$ cat config.mk
export PLATFORM = sky130hd
export DESIGN_NAME = mem_loader
export DESIGN_NICKNAME = d
export VERILOG_FILES = /design/src/rtl/loader_pkg.sv /design/src/rtl/mem_loader.sv
export SDC_FILE = /design/constraint.sdc
export NUM_CORES = 1
export LEC_CHECK = 0
export CORE_MARGIN = 4
export CORE_UTILIZATION = 35
export DETAILED_ROUTE_END_ITERATION = 7
export GPL_TIMING_DRIVEN = 0
export MAX_ROUTING_LAYER = met4
export SYNTH_ARGS = -nofsm -noshare
export SYNTH_HDL_FRONTEND = slang
export SYNTH_SLANG_ARGS = --single-unit
$ cat constraint.sdc
create_clock -name clk -period 2.1 [get_ports clk]
set_input_delay 0.525 -clock clk [delete_from_list [all_inputs] [get_ports clk]]
set_output_delay 0.525 -clock clk [all_outputs]
set_load 0.03 [all_outputs]
$ cat src/rtl/loader_pkg.sv
// Shared constants and state encoding for the byte-stream memory loader.
package loader_pkg;

    localparam int          MEM_DEPTH_DEF = 512;
    localparam logic [7:0]  IMEM_TAG_DEF  = 8'hA5;
    localparam logic [7:0]  DMEM_TAG_DEF  = 8'h5A;

    typedef enum logic [2:0] {
        ST_IDLE   = 3'd0,
        ST_LEN_HI = 3'd1,
        ST_LEN_LO = 3'd2,
        ST_DAT_HI = 3'd3,
        ST_DAT_LO = 3'd4,
        ST_WRITE  = 3'd5,
        ST_DONE   = 3'd6,
        ST_ERR    = 3'd7
    } state_t;

endpackage

$ cat src/rtl/mem_loader.sv
// Frame-driven loader: tag byte, 16-bit word count, then big-endian words
// written one per WRITE cycle into the instruction or data memory.
module mem_loader
    import loader_pkg::*;
#(
    parameter int         MEM_DEPTH  = MEM_DEPTH_DEF,
    parameter logic [7:0] IMEM_TAG   = IMEM_TAG_DEF,
    parameter logic [7:0] DMEM_TAG   = DMEM_TAG_DEF,
    parameter bit         AUTO_START = 1'b1
) (
    input  logic        clk,
    input  logic        rst_n,
    input  logic [7:0]  in_byte,
    input  logic        in_valid,
    output logic        in_ready,
    output logic [15:0] addr_ext,
    output logic [15:0] iram_in_ext,
    output logic [15:0] data_in_ext,
    output logic        mem_write_ins,
    output logic        mem_write_data_ext,
    output logic        start,
    output logic        busy,
    output logic        err
);

    state_t      state_q, state_d;
    logic [15:0] idx_q,   idx_d;
    logic [15:0] cnt_q,   cnt_d;
    logic [7:0]  hi_q,    hi_d;
    logic [15:0] word_q,  word_d;
    logic [15:0] addr_q,  addr_d;
    logic        imem_q,  imem_d;
    logic        err_q,   err_d;

    logic        accept;
    logic [15:0] len;
    logic [15:0] idx_inc;

    always_ff @(posedge clk or negedge rst_n) begin
        if (!rst_n) begin
            state_q <= ST_IDLE;
            idx_q   <= '0;
            cnt_q   <= '0;
            hi_q    <= '0;
            word_q  <= '0;
            addr_q  <= '0;
            imem_q  <= 1'b0;
            err_q   <= 1'b0;
        end else begin
            state_q <= state_d;
            idx_q   <= idx_d;
            cnt_q   <= cnt_d;
            hi_q    <= hi_d;
            word_q  <= word_d;
            addr_q  <= addr_d;
            imem_q  <= imem_d;
            err_q   <= err_d;
        end
    end

    assign in_ready = (state_q == ST_IDLE)   || (state_q == ST_LEN_HI) ||
                      (state_q == ST_LEN_LO) || (state_q == ST_DAT_HI) ||
                      (state_q == ST_DAT_LO);
    assign accept   = in_valid && in_ready;
    assign len      = {cnt_q[15:8], in_byte};
    assign idx_inc  = idx_q + 16'd1;

    always_comb begin
        state_d = state_q;
        idx_d   = idx_q;
        cnt_d   = cnt_q;
        hi_d    = hi_q;
        word_d  = word_q;
        addr_d  = addr_q;
        imem_d  = imem_q;
        err_d   = err_q;
        unique case (state_q)
            ST_IDLE: begin
                if (accept) begin
                    if (in_byte == IMEM_TAG || in_byte == DMEM_TAG) begin
                        imem_d  = (in_byte == IMEM_TAG);
                        err_d   = 1'b0;
                        state_d = ST_LEN_HI;
                    end else begin
                        err_d   = 1'b1;
                    end
                end
            end
            ST_LEN_HI: begin
                if (accept) begin
                    cnt_d[15:8] = in_byte;
                    state_d     = ST_LEN_LO;
                end
            end
            ST_LEN_LO: begin
                if (accept) begin
                    cnt_d = len;
                    idx_d = '0;
                    if (len == 16'd0)
                        state_d = ST_DONE;
                    else if ({16'd0, len} > 32'(MEM_DEPTH))
                        state_d = ST_ERR;
                    else
                        state_d = ST_DAT_HI;
                end
            end
            ST_DAT_HI: begin
                if (accept) begin
                    hi_d    = in_byte;
                    state_d = ST_DAT_LO;
                end
            end
            ST_DAT_LO: begin
                // Address and word are latched here so they stay stable through WRITE and after it.
                if (accept) begin
                    word_d  = {hi_q, in_byte};
                    addr_d  = idx_q;
                    state_d = ST_WRITE;
                end
            end
            ST_WRITE: begin
                idx_d   = idx_inc;
                state_d = (idx_inc == cnt_q) ? ST_DONE : ST_DAT_HI;
            end
            ST_DONE: state_d = ST_IDLE;
            ST_ERR: begin
                err_d   = 1'b1;
                state_d = ST_IDLE;
            end
            default: state_d = ST_IDLE;
        endcase
    end

    assign addr_ext           = addr_q;
    assign iram_in_ext        = word_q;
    assign data_in_ext        = word_q;
    assign mem_write_ins      = (state_q == ST_WRITE) &&  imem_q;
    assign mem_write_data_ext = (state_q == ST_WRITE) && !imem_q;
    assign start              = AUTO_START && (state_q == ST_DONE) && imem_q;
    assign busy               = (state_q != ST_IDLE);
    assign err                = err_q;

endmodule

==> results of run 1 <==
[stage by stage]
step / setup TNS [ns] / setup WS (ns) / hold WS [ns] / cell area (µm²) / instances
detailed placement: -26.14 / -0.7468 / 0.3923 / 4837 / 565
floorplan: -0.06217 / -0.06217 / 0.2294 / 3996 / 360
global placement: -195.83 / -2.235 / 0.4669 / 4812 / 564
global route: -0.09039 / -0.05984 / 0.03786 / 5391 / 587
CTS: -0.1005 / -0.08046 / 0.02878 / 5284 / 585
finish: -0.04511 / -0.04511 / 0.03131 / 5391 / 587
[sequential cells by signal (all words and copies together) (netlist names)]
register and flops:
data_in_ext 16, idx_q 16, addr_ext 16, hi_q 8, err 1, state_q 3, cnt_q 16, imem_q 1
[cells by family (layout without fill, tap and decap cells)]
kind of cell / Yosys count / in the layout
compound gates: 58 / 58
xor+xnor: 22 / 22
fa+ha+maj: 1 / 1
buf+inv: 44 / 131
flops: 77 / 77
mux: 59 / 59
simple gates: 99 / 99
[per-layer routing]
metal	routed length (µm)	global-route usage
met1	4386	0.2154
met2	4869	0.2565
met3	528	0.03737
met4	150	0.05243
met5	0	-
[power breakdown]
part / internal (µW) / switching, µW
clock network: 912 / 614
registers: 2050 / 462
logic: 1940 / 1980
[cell usage in the layout (no fill, tap or decap), drive strengths merged, types with 3 or more instances in the layout]
| cell type | synthesis | final |
|---|---|---|
| a21oi | 7 | 7 |
| a31oi | 3 | 3 |
| and3 | 3 | 3 |
| and4 | 7 | 7 |
| buf | 26 | 46 |
| clkbuf | 15 | 20 |
| clkdlybuf4s15 | 0 | 4 |
| clkdlybuf4s50 | 0 | 48 |
| dfrtp | 77 | 77 |
| inv | 3 | 4 |
| mux2 | 55 | 55 |
| mux2i | 4 | 4 |
| nand2 | 21 | 21 |
| nand2b | 5 | 5 |
| nand3 | 9 | 9 |
| nand4 | 8 | 8 |
| nor2 | 21 | 21 |
| nor2b | 3 | 3 |
| nor3b | 3 | 3 |
| nor4 | 5 | 5 |
| o21ai | 25 | 25 |
| o22ai | 4 | 4 |
| o31ai | 7 | 7 |
| o41ai | 3 | 3 |
| or4 | 3 | 3 |
| xnor2 | 12 | 12 |
| xor2 | 10 | 10 |
[critical path, cell delays in order]
cell,delay [ns]
dlygate4sd2_1,0.31
or4_4,0.43
or3_4,0.42
xnor2_2,0.14
o311a_1,0.31
o22ai_2,0.17
a311oi_2,0.05
[path summary, 6_finish.rpt]
kind / to / slack (ns) / depth (start not counted)
worst max-delay path: state_q[2] / -0.05 / 7
worst min-delay path: addr_ext[12] / 0.03 / 1
worst max register to register: state_q[2] / 0.02 / 7
worst min register to register: addr_ext[10] / 0.48 / 1
max in group asynchronous: cnt_q[12] / 1.50 / 2
min in group clk: addr_ext[10] / 0.48 / 1
[cell type report]
class	count	area, µm²	area share
clock inverters	6	63.81	0.01184
clock buffers	9	225.2	0.04177
multi-input cells	239	1976	0.3664
well taps	140	175.2	0.03249
inverters	3	11.26	0.002089
repair buffers	81	768.2	0.1425
flip-flops and latches	77	1931	0.3581
plain buffers	32	241.5	0.04479
[timing repair]
item	4_1_cts	5_1_grt
pin swaps	8	7
setup buffers	10	6
setup endpoints to repair	52	57
gates resized for setup	64	40
==> summary.md, run 1 <==
| Metric | Value |
|---|---|
| Initial Util | `0.3635` |
| Total GRT Usage | `0.1649` |
| DR WL/cell | `16.92 µm` |
| Mux contribution to synthesized area | `0.1683` |
| Crit Path Max Fanout | `6` |
| Min Tclk post-route | `2.145 ns` |
| Fmax | `466.2 MHz` |
| GP Congestion | `0.8645` |
| Ys flop type | `dfrtp_1` |
| # diodes | `0` |
| Seq cells post-synth | `77` |
| Die Height | `114.8 µm` |
| Vias per Instance | `5.254` |
| Layout cells sized above 1 | `0.3378` |
| Req. time, crit path | `2.31 ns` |
| Drt first pass iters | `4` |
| ANT nets after route | `0` |
| Die W | `114.8 µm` |
| Row Count | `38` |
| CTS Buf Count | `9` |
| Worst-Margin Slew | `0.6524 ns` |
| Cells after synthesis | `360` |
| Outcome | `complete, but fails checks` |
| Final WS setup | `-0.04511 ns` |
| Violated checks | `negative setup slack` |
| Post-synth top area cell | `dfrtp_1` |
| Worst setup startpoint | `in_byte[6]` |
| Nets | `455` |
| Hold Fails Final Rpt | `0` |
| Initial antenna violation count | `0` |
| GRT overflow | `0` |
| CP arrival | `2.36 ns` |
| Hold buffer count at cts | `0` |
| Max Cap Violations | `0` |
| Power Dens Cells | `1477 mW/mm²` |
| Ys Warns | `0` |
| CP Class | `in -> reg` |
| Asr flop ratio synth | `1.000` |
| CTS Sinks | `77` |
| Mapped Area | `0.003993 mm²` |
| Synth Area in Simple Gates | `0.1385` |
| Synth cell count leaders | `dfrtp_1, mux2_2, nand2_1, nor2_1, buf_4` |
| Pins Over Slew Limit | `0` |
| Core box area | `0.01098 mm²` |
| Final core occ | `0.4909` |
| Synth Area in XOR/XNOR | `0.05390` |
| Tot Pwr | `7961 µW` |
| Detailed placement HPWL | `6978 µm` |
| Combinational family with the most area after synthesis | `multiplexers` |
| Reg2reg start | `idx_q[0]` |
| First-pass GRT wire length | `16390 µm` |
| Crit share post-route | `1.021` |
| CTS Buffer Depth | `2` |
| Filler cell count | `1003` |
| Layout area overhead | `35.04%` |
| RSZ-0062 raised after global routing | `yes` |
| Sequential area share after synthesis | `0.4826` |
| Post-Syn Area per Cell | `11.09 µm²` |
| Htree depth | `3` |
| EDFF count, synth | `0` |
| Compound-Gate Fraction of Synth Area | `0.09151` |
| Die area | `0.01318 mm²` |
| CTS tree | `yes` |
| Drt drc | `0` |
| Top-count cell post-synth | `dfrtp_1` |
| CTS Root Buffer Type | `clkbuf_16` |
| DRT iter0 DRCs | `167` |
| Max VDD drop | `0.7887 mV` |
| Syn Nets | `372` |
| Critical Path Start Type | `input port` |
| Cell variety after synth | `54` |
| Hold/Removal Path Class | `in -> async` |
| Adder-Cell Fraction of Synth Area | `0.003134` |
| Clock Skew | `0.004703 ns` |
| Leakage | `0.002341 µW` |
| Area contributors post-synth | `dfrtp_1, mux2_2, mux2_1, buf_4, xnor2_1` |
| Clk_lat worst skew | `0.34 ns` |
| Number of I/O pins | `65` |
| Largest net degree at the start of global routing | `66` |
| Vias in the first global route | `3079` |
| Crit. End Element | `flip-flop` |
| Clk slew on worst S/H paths | `0.06 ns` |
| Routed WL | `9933 µm` |
| Vias | `3084` |
| PortBufs | `64` |
| Area share of the largest cell type after synthesis | `0.4826` |
| Worst slew margin | `0.5627` |
| Endpoints failing setup | `1` |
No activity file was read; power rests on OpenSTA's default activity.
==> run 2: changes to the inputs <==
--- a/config.mk
+++ b/config.mk
@@ -5,6 +5,7 @@
 export SDC_FILE = /design/constraint.sdc
 export NUM_CORES = 1
 export LEC_CHECK = 0
+export ABC_AREA = 1
 export CORE_MARGIN = 4
 export CORE_UTILIZATION = 35
 export DETAILED_ROUTE_END_ITERATION = 7
==> summary.md, run 2 <==
| Metric | Value |
|---|---|
| Worst-Margin Slew | `0.4749 ns (-0.1775 ns)` |
| Register-to-Register Setup Slack | `0.14 ns (+0.12 ns)` |
| Crit-path slowest cell | `clkdlybuf4s50_1` |
| Vias | `3384 (+9.7%)` |
| DR WL/cell | `14.41 µm (-15%)` |
| Routed WL | `10030 µm (+0.96%)` |
| Clock Skew | `0.009927 ns (+0.005224 ns)` |
| CTS Root Buffer Type | `clkbuf_8` |
| Met3 Track Usage GR | `0.04064 (+0.003273)` |
| Grt peak-use layer | `met2` |
| ANT nets after route | `0 (unchanged)` |
| FF+latch area | `0.001928 mm² (-0.13%)` |
| Die W | `112.7 µm (-1.8%)` |
| Asr flop ratio synth | `1.000 (unchanged)` |
| Max Cap Violations | `0 (unchanged)` |
| Vias per Instance | `4.862 (-7.5%)` |
| Mapped Area | `0.003836 mm² (-3.9%)` |
| Seq pwr share | `0.364 (+0.049)` |
| Vias in the first global route | `3375 (+9.6%)` |
| Leakage | `0.002265 µW (-3.2%)` |
| Hold/Removal Path Class | `in -> async` |
| Min Tclk post-route | `2.036 ns (-0.1088 ns)` |
| GP Congestion | `0.8791 (+1.7%)` |
| CTS tree | `yes` |
| GRT overflow | `0 (unchanged)` |
| Htree depth | `3 (unchanged)` |
| First-pass GRT wire length | `16750 µm (+2.2%)` |
| Post-synth top area cell | `dfrtp_1` |
| Logic pwr share | `0.474 (-0.019)` |
| Clk slew on worst S/H paths | `0.08 ns (+0.02 ns)` |
| Clk pwr share | `0.161 (-0.031)` |
| Total GRT Usage | `0.1692 (+0.004376)` |
| Clk_lat worst skew | `0.35 ns (about the same)` |
| Cell variety after synth | `28 (-48%)` |
| Top-count cell post-synth | `nand2_1` |
| Worst setup path end | `iram_in_ext[7]` |
| Crit-path max cell delay | `0.66 ns (+0.23 ns)` |
| Placed Area | `0.004672 mm² (-3.4%)` |
| Area contributors post-synth | `dfrtp_1, nand2_1, o21ai_0, inv_1, nor2_1` |
| Area share of the largest cell type after synthesis | `0.5023 (+0.01968)` |
| M2 GR Usage | `0.2611 (+0.004559)` |
| CTS Sinks | `77 (unchanged)` |
| Crit Path Max Fanout | `3 (-3)` |
| Multi-input logic area | `0.001565 mm² (-21%)` |
| Ys flop type | `dfrtp_1` |
| Sequential area share after synthesis | `0.5023 (+0.01968)` |
| Most frequent cells in the layout | `nand2_1, dfrtp_1, o21ai_0` |
| Worst-case reg-to-reg path depth | `15 (+8)` |
| Power Dens Cells | `1403 mW/mm² (-5.0%)` |
| Hold buffer count at cts | `0 (unchanged)` |
| Core box area | `0.01051 mm² (-4.3%)` |
| Layout area overhead | `28.02%` |
| CTS Buffer Depth | `2 (unchanged)` |
| Pins Over Slew Limit | `0 (unchanged)` |
| CP cell instances | `buf_4 -> clkdlybuf4s50_1` |
| Ys Warns | `0 (unchanged)` |
| Worst slew margin | `0.6834 (+0.1207)` |
| DRT iter0 DRCs | `118 (-29%)` |
| Endpoints failing setup | `0 (-1)` |
| Nets | `568 (+25%)` |
| Filler cell count | `1045 (+4.2%)` |
| Largest net degree at the start of global routing | `65 (-1.5%)` |
| WHS | `0.01814 ns (-0.01317 ns)` |
| # diodes | `0 (unchanged)` |
| Outcome | `finished clean` |
| Die area | `0.01270 mm² (-3.7%)` |
| Fmax | `491.1 MHz (+5.3%)` |
| CP Class | `reg -> out` |
| Sw power | `2893 µW (-5.3%)` |
| Crit share post-route | `0.9697 (-0.05181)` |
| CP arrival | `1.51 ns (-0.85 ns)` |
| GR Util met1 | `0.2241 (+0.008704)` |
| Row Count | `37 (-2.6%)` |
| Critical Path Start Type | `flip-flop` |
| Synth cell count leaders | `nand2_1, dfrtp_1, o21ai_0` |
| Commonest non-fill, non-tap cell in the layout | `nand2_1` |
| Req. time, crit path | `1.57 ns (-0.74 ns)` |
| Critical R2R Capture | `state_q[2]` |
| Sw Ratio | `0.4199 (+0.03593)` |
| Hold Fails Final Rpt | `0 (unchanged)` |
| CTS Buf Count | `9 (unchanged)` |
| Layout cells sized above 1 | `0.1286 (-0.2092)` |
| Drt first pass iters | `4 (unchanged)` |
| Drt drc | `0 (unchanged)` |
| Post-layout instance area | `0.004911 mm² (-8.9%)` |
| Initial antenna violation count | `0 (unchanged)` |
| Post-Syn Area per Cell | `8.025 µm² (-28%)` |
| Initial Util | `0.3650 (+0.001521)` |
| RSZ-0062 raised after global routing | `yes` |
| Die Height | `112.7 µm (-1.8%)` |
| Int Power | `3998 µW (-18%)` |
| Crit. End Element | `output port` |
| Reg2reg start | `idx_q[0]` |
| Syn Nets | `490 (+32%)` |
| Seq cells post-synth | `77 (unchanged)` |
| Detailed placement HPWL | `7579 µm (+8.6%)` |
| Cells after synthesis | `478 (+33%)` |
| PortBufs | `64 (unchanged)` |
| EDFF count, synth | `0 (unchanged)` |
| Worst setup startpoint | `data_in_ext[7]` |
| Number of I/O pins | `65 (unchanged)` |
| Max VDD drop | `0.6486 mV (-18%)` |
## run 2: changes by cell type in the layout (fill, tap and decap cells not counted), moves of 10 or more
cell / change
nand3_1: +18
nor2_1: +19
nand2_1: +118
clkbuf_8: +10
mux2_1: -13
o21ai_0: +48
inv_1: +51
buf_4: -14
o21ai_1: -14
mux2_2: -34
## run 2: critical path, delay by kind of cell, from the launching register on
kind | cells | cell delay (ns)
buf+inv | 2 | 0.78
flops | 1 | 0.39
## run 2: how the worst min path moves through the flow
stage                 start              to  slack, ns  cells past startpoint
2_1_floorplan         rst_n     addr_ext[0]       0.23                      0
4_1_cts               rst_n  data_in_ext[2]       0.02                      1
3_5_place_dp          rst_n  data_in_ext[2]       0.40                      1
6_report              rst_n  data_in_ext[2]       0.02                      1
5_1_grt               rst_n  data_in_ext[2]       0.01                      1
3_3_place_gp   addr_ext[12]    addr_ext[12]       0.46                      2
## run 2: stage by stage
stage / std cells / worst slack (ns) / TNS, ns / utilization / power (µW)
6_report: 696 / 0.06369 / 0 / 0.4673 / 6891
5_1_grt: 696 / -0.01005 / -0.01005 / 0.4673 / 7409
4_1_cts: 696 / 0.0008863 / 0 / 0.4647 / 6951
3_5_place_dp: 679 / -0.4536 / -5.637 / 0.4446 / 5794
3_3_place_gp: 678 / -2.322 / -183.91 / 0.4422 / 5742
2_1_floorplan: 478 / 0.2459 / 0 / - / 4542
## run 2: per-layer routing
| metal | wire length, µm | part of all wire |
|---|---|---|
| met3 | 438 | 0.044 |
| met5 | 0 | 0 |
| met2 | 4659 | 0.46 |
| met4 | 174 | 0.017 |
| met1 | 4755 | 0.47 |
## run 2: what timing repair did
action                                 in CTS  in global routing
gates cloned                                0                  0
setup buffers                               2                  0
setup endpoints to repair                   5                 22
endpoints found under the hold margin       0                  0
pin swaps                                   0                  0
gates resized for setup                    28                 21
## run 2: area by class of cell
cell class | count | share of cell area
Buffer | 27 | 0.03669
Clock buffer | 12 | 0.02955
Clock inverter | 3 | 0.009427
Inverter | 56 | 0.04280
Multi-Input combinational cell | 318 | 0.3187
Sequential cell | 77 | 0.3926
Tap cell | 136 | 0.03465
Timing Repair Buffer | 67 | 0.1355
## run 2: power groups by stage
stage | Combinational, µW | Sequential, µW | Clock (µW)
3_5_place_dp | 3260 | 2540 | 0
6_report | 3270 | 2510 | 1110
2_1_floorplan | 1610 | 2930 | 0
3_3_place_gp | 3210 | 2530 | 0
5_1_grt | 3590 | 2610 | 1220
4_1_cts | 3290 | 2510 | 1150
## run 2: kinds of logic after synthesis
kind of cell	synth area share
flip-flops	0.5023
adder cells (fa/ha/maj)	0.003261
multiplexers	0.02348
AO/OA/AOI/OAI	0.1044
buffers and inverters	0.09785
XOR/XNOR	0.008154
AND/OR/NAND/NOR	0.2606
==> variant (settings of run 2) <==
Take the reset off `word_q` and load it in a clocked block of its own.
--- a/src/rtl/mem_loader.sv
+++ b/src/rtl/mem_loader.sv
@@ -44,3 +44,2 @@
             hi_q    <= '0;
-            word_q  <= '0;
             addr_q  <= '0;
@@ -53,3 +52,2 @@
             hi_q    <= hi_d;
-            word_q  <= word_d;
             addr_q  <= addr_d;
@@ -58,2 +56,6 @@
         end
+    end
+
+    always_ff @(posedge clk) begin
+        word_q <= word_d;
     end
Behaviour: differs if rst_n is asserted again (counterexample within 10 cycles, from zero or initial values and one cycle with rst_n low); with rst_n held inactive, the same outputs for 10 cycles.
==> variant against run 2 <==
- worst setup slack better by 0.038 ns
- sequential cell count did not move
- critical path type unchanged
- clock power fell by 5%
- clock skew decreased by 0.0043 ns
- die area is 2.1% lower
- critical endpoint is now iram_in_ext[3]
- total power down 15%
- largest power group is now registers
- routed wire length fell by 6.4%
- cell area is 1.1% lower
- area after synthesis fell by 2.2%
- critical path depth is the same
==> variant: results (changes against run 2) <==
- Outcome: completed
- Dpl ws: -0.6279 ns (-0.1742 ns)
- Sequential fraction of design power: 42.0% (+5.6 points)
- CP Data Arrival Time: 1.47 ns (-0.04 ns)
- Leak Pwr: 0.002148 uW (-5.2%)
- Sequential-to-total area share from yosys stat: 53.50% (+3.3 points)
- Postcts setup bufs: 3 (+1)
- Number of flops mapped to enable cells by yosys: 16 (+16)
- Global-route wire length before repair: 15.22 mm (-9.1%)
- CTS resizes: 29 (+3.6%)
- Comb pwr share: 40.1% (-7.3 points)
- Post-Synth Adder-Cell Area: 0.3336% (+0.0074 points)
- Post-DP Area: 4562 sq um (-2.4%)
- Psw: 2423 uW (-16%)
- Largest net degree at the start of global routing: 62 (-4.6%)
- Vias in the first global route: 3120 (-7.6%)
- DP HPWL: 7.126 mm (-6.0%)
- Final cell count without fillers: 670 (-3.7%)
- Reg2reg path depth: 13 (-2)
- Synth Area in Compound Gates: 9.807% (-0.63 points)
- Final worst-path setup slack: 0.1021 ns (+0.03844 ns)
- Worst Setup SP: data_in_ext[3]
- Post-layout nets: 541 (-4.8%)
- Post-synthesis mux area share: 0% (-2.3 points)
- Peak VDD IR: 0.4409 mV (-32%)
- WL per Instance: 14.00 microns (-2.8%)
- Capture point of the critical path: iram_in_ext[3]
- Fillers: 1050 (+0.48%)
- Hold_ws: 0.2505 ns (+0.2323 ns)
- Total track usage: 15.80% (-1.1 points)
- Least-Margin Pin Slew: 0.7863 ns (+0.3114 ns)
-- variant: cell count changes after synthesis, moves of 3 or more --
cell,change
dfrtp_1,-16
edfxtp_1,+16
inv_1,-5
mux2_2,-8
nand2_1,-12
nand3b_1,+3
nor2_1,-5
nor2_2,+3
nor2_4,-4
o21ai_0,-8
-- variant: worst reg2reg max path: cells and delay by family, from the launching register on --
family / cells / cell delay [ns]
flip-flops: 1 / 0.44
adder cells (fa/ha/maj): 1 / 0.16
AND/OR/NAND/NOR: 12 / 1.30
-- variant: area by class of cell --
class | count | share of cell area, %
flip-flops and latches | 77 | 41.44
inverters | 53 | 4.098
well taps | 136 | 3.505
clock inverters | 7 | 1.186
clock buffers | 9 | 2.552
multi-input cells | 292 | 29.69
plain buffers | 24 | 3.402
repair buffers | 72 | 14.12
-- variant: per-layer routing --
layer	vias up	GRT usage, %	wire length [microns]
met5	-	-	0
met4	0	5.109	54
met3	2	2.935	449
met2	64	25.33	4650
met1	1575	20.35	4229
li1	1617	-	-
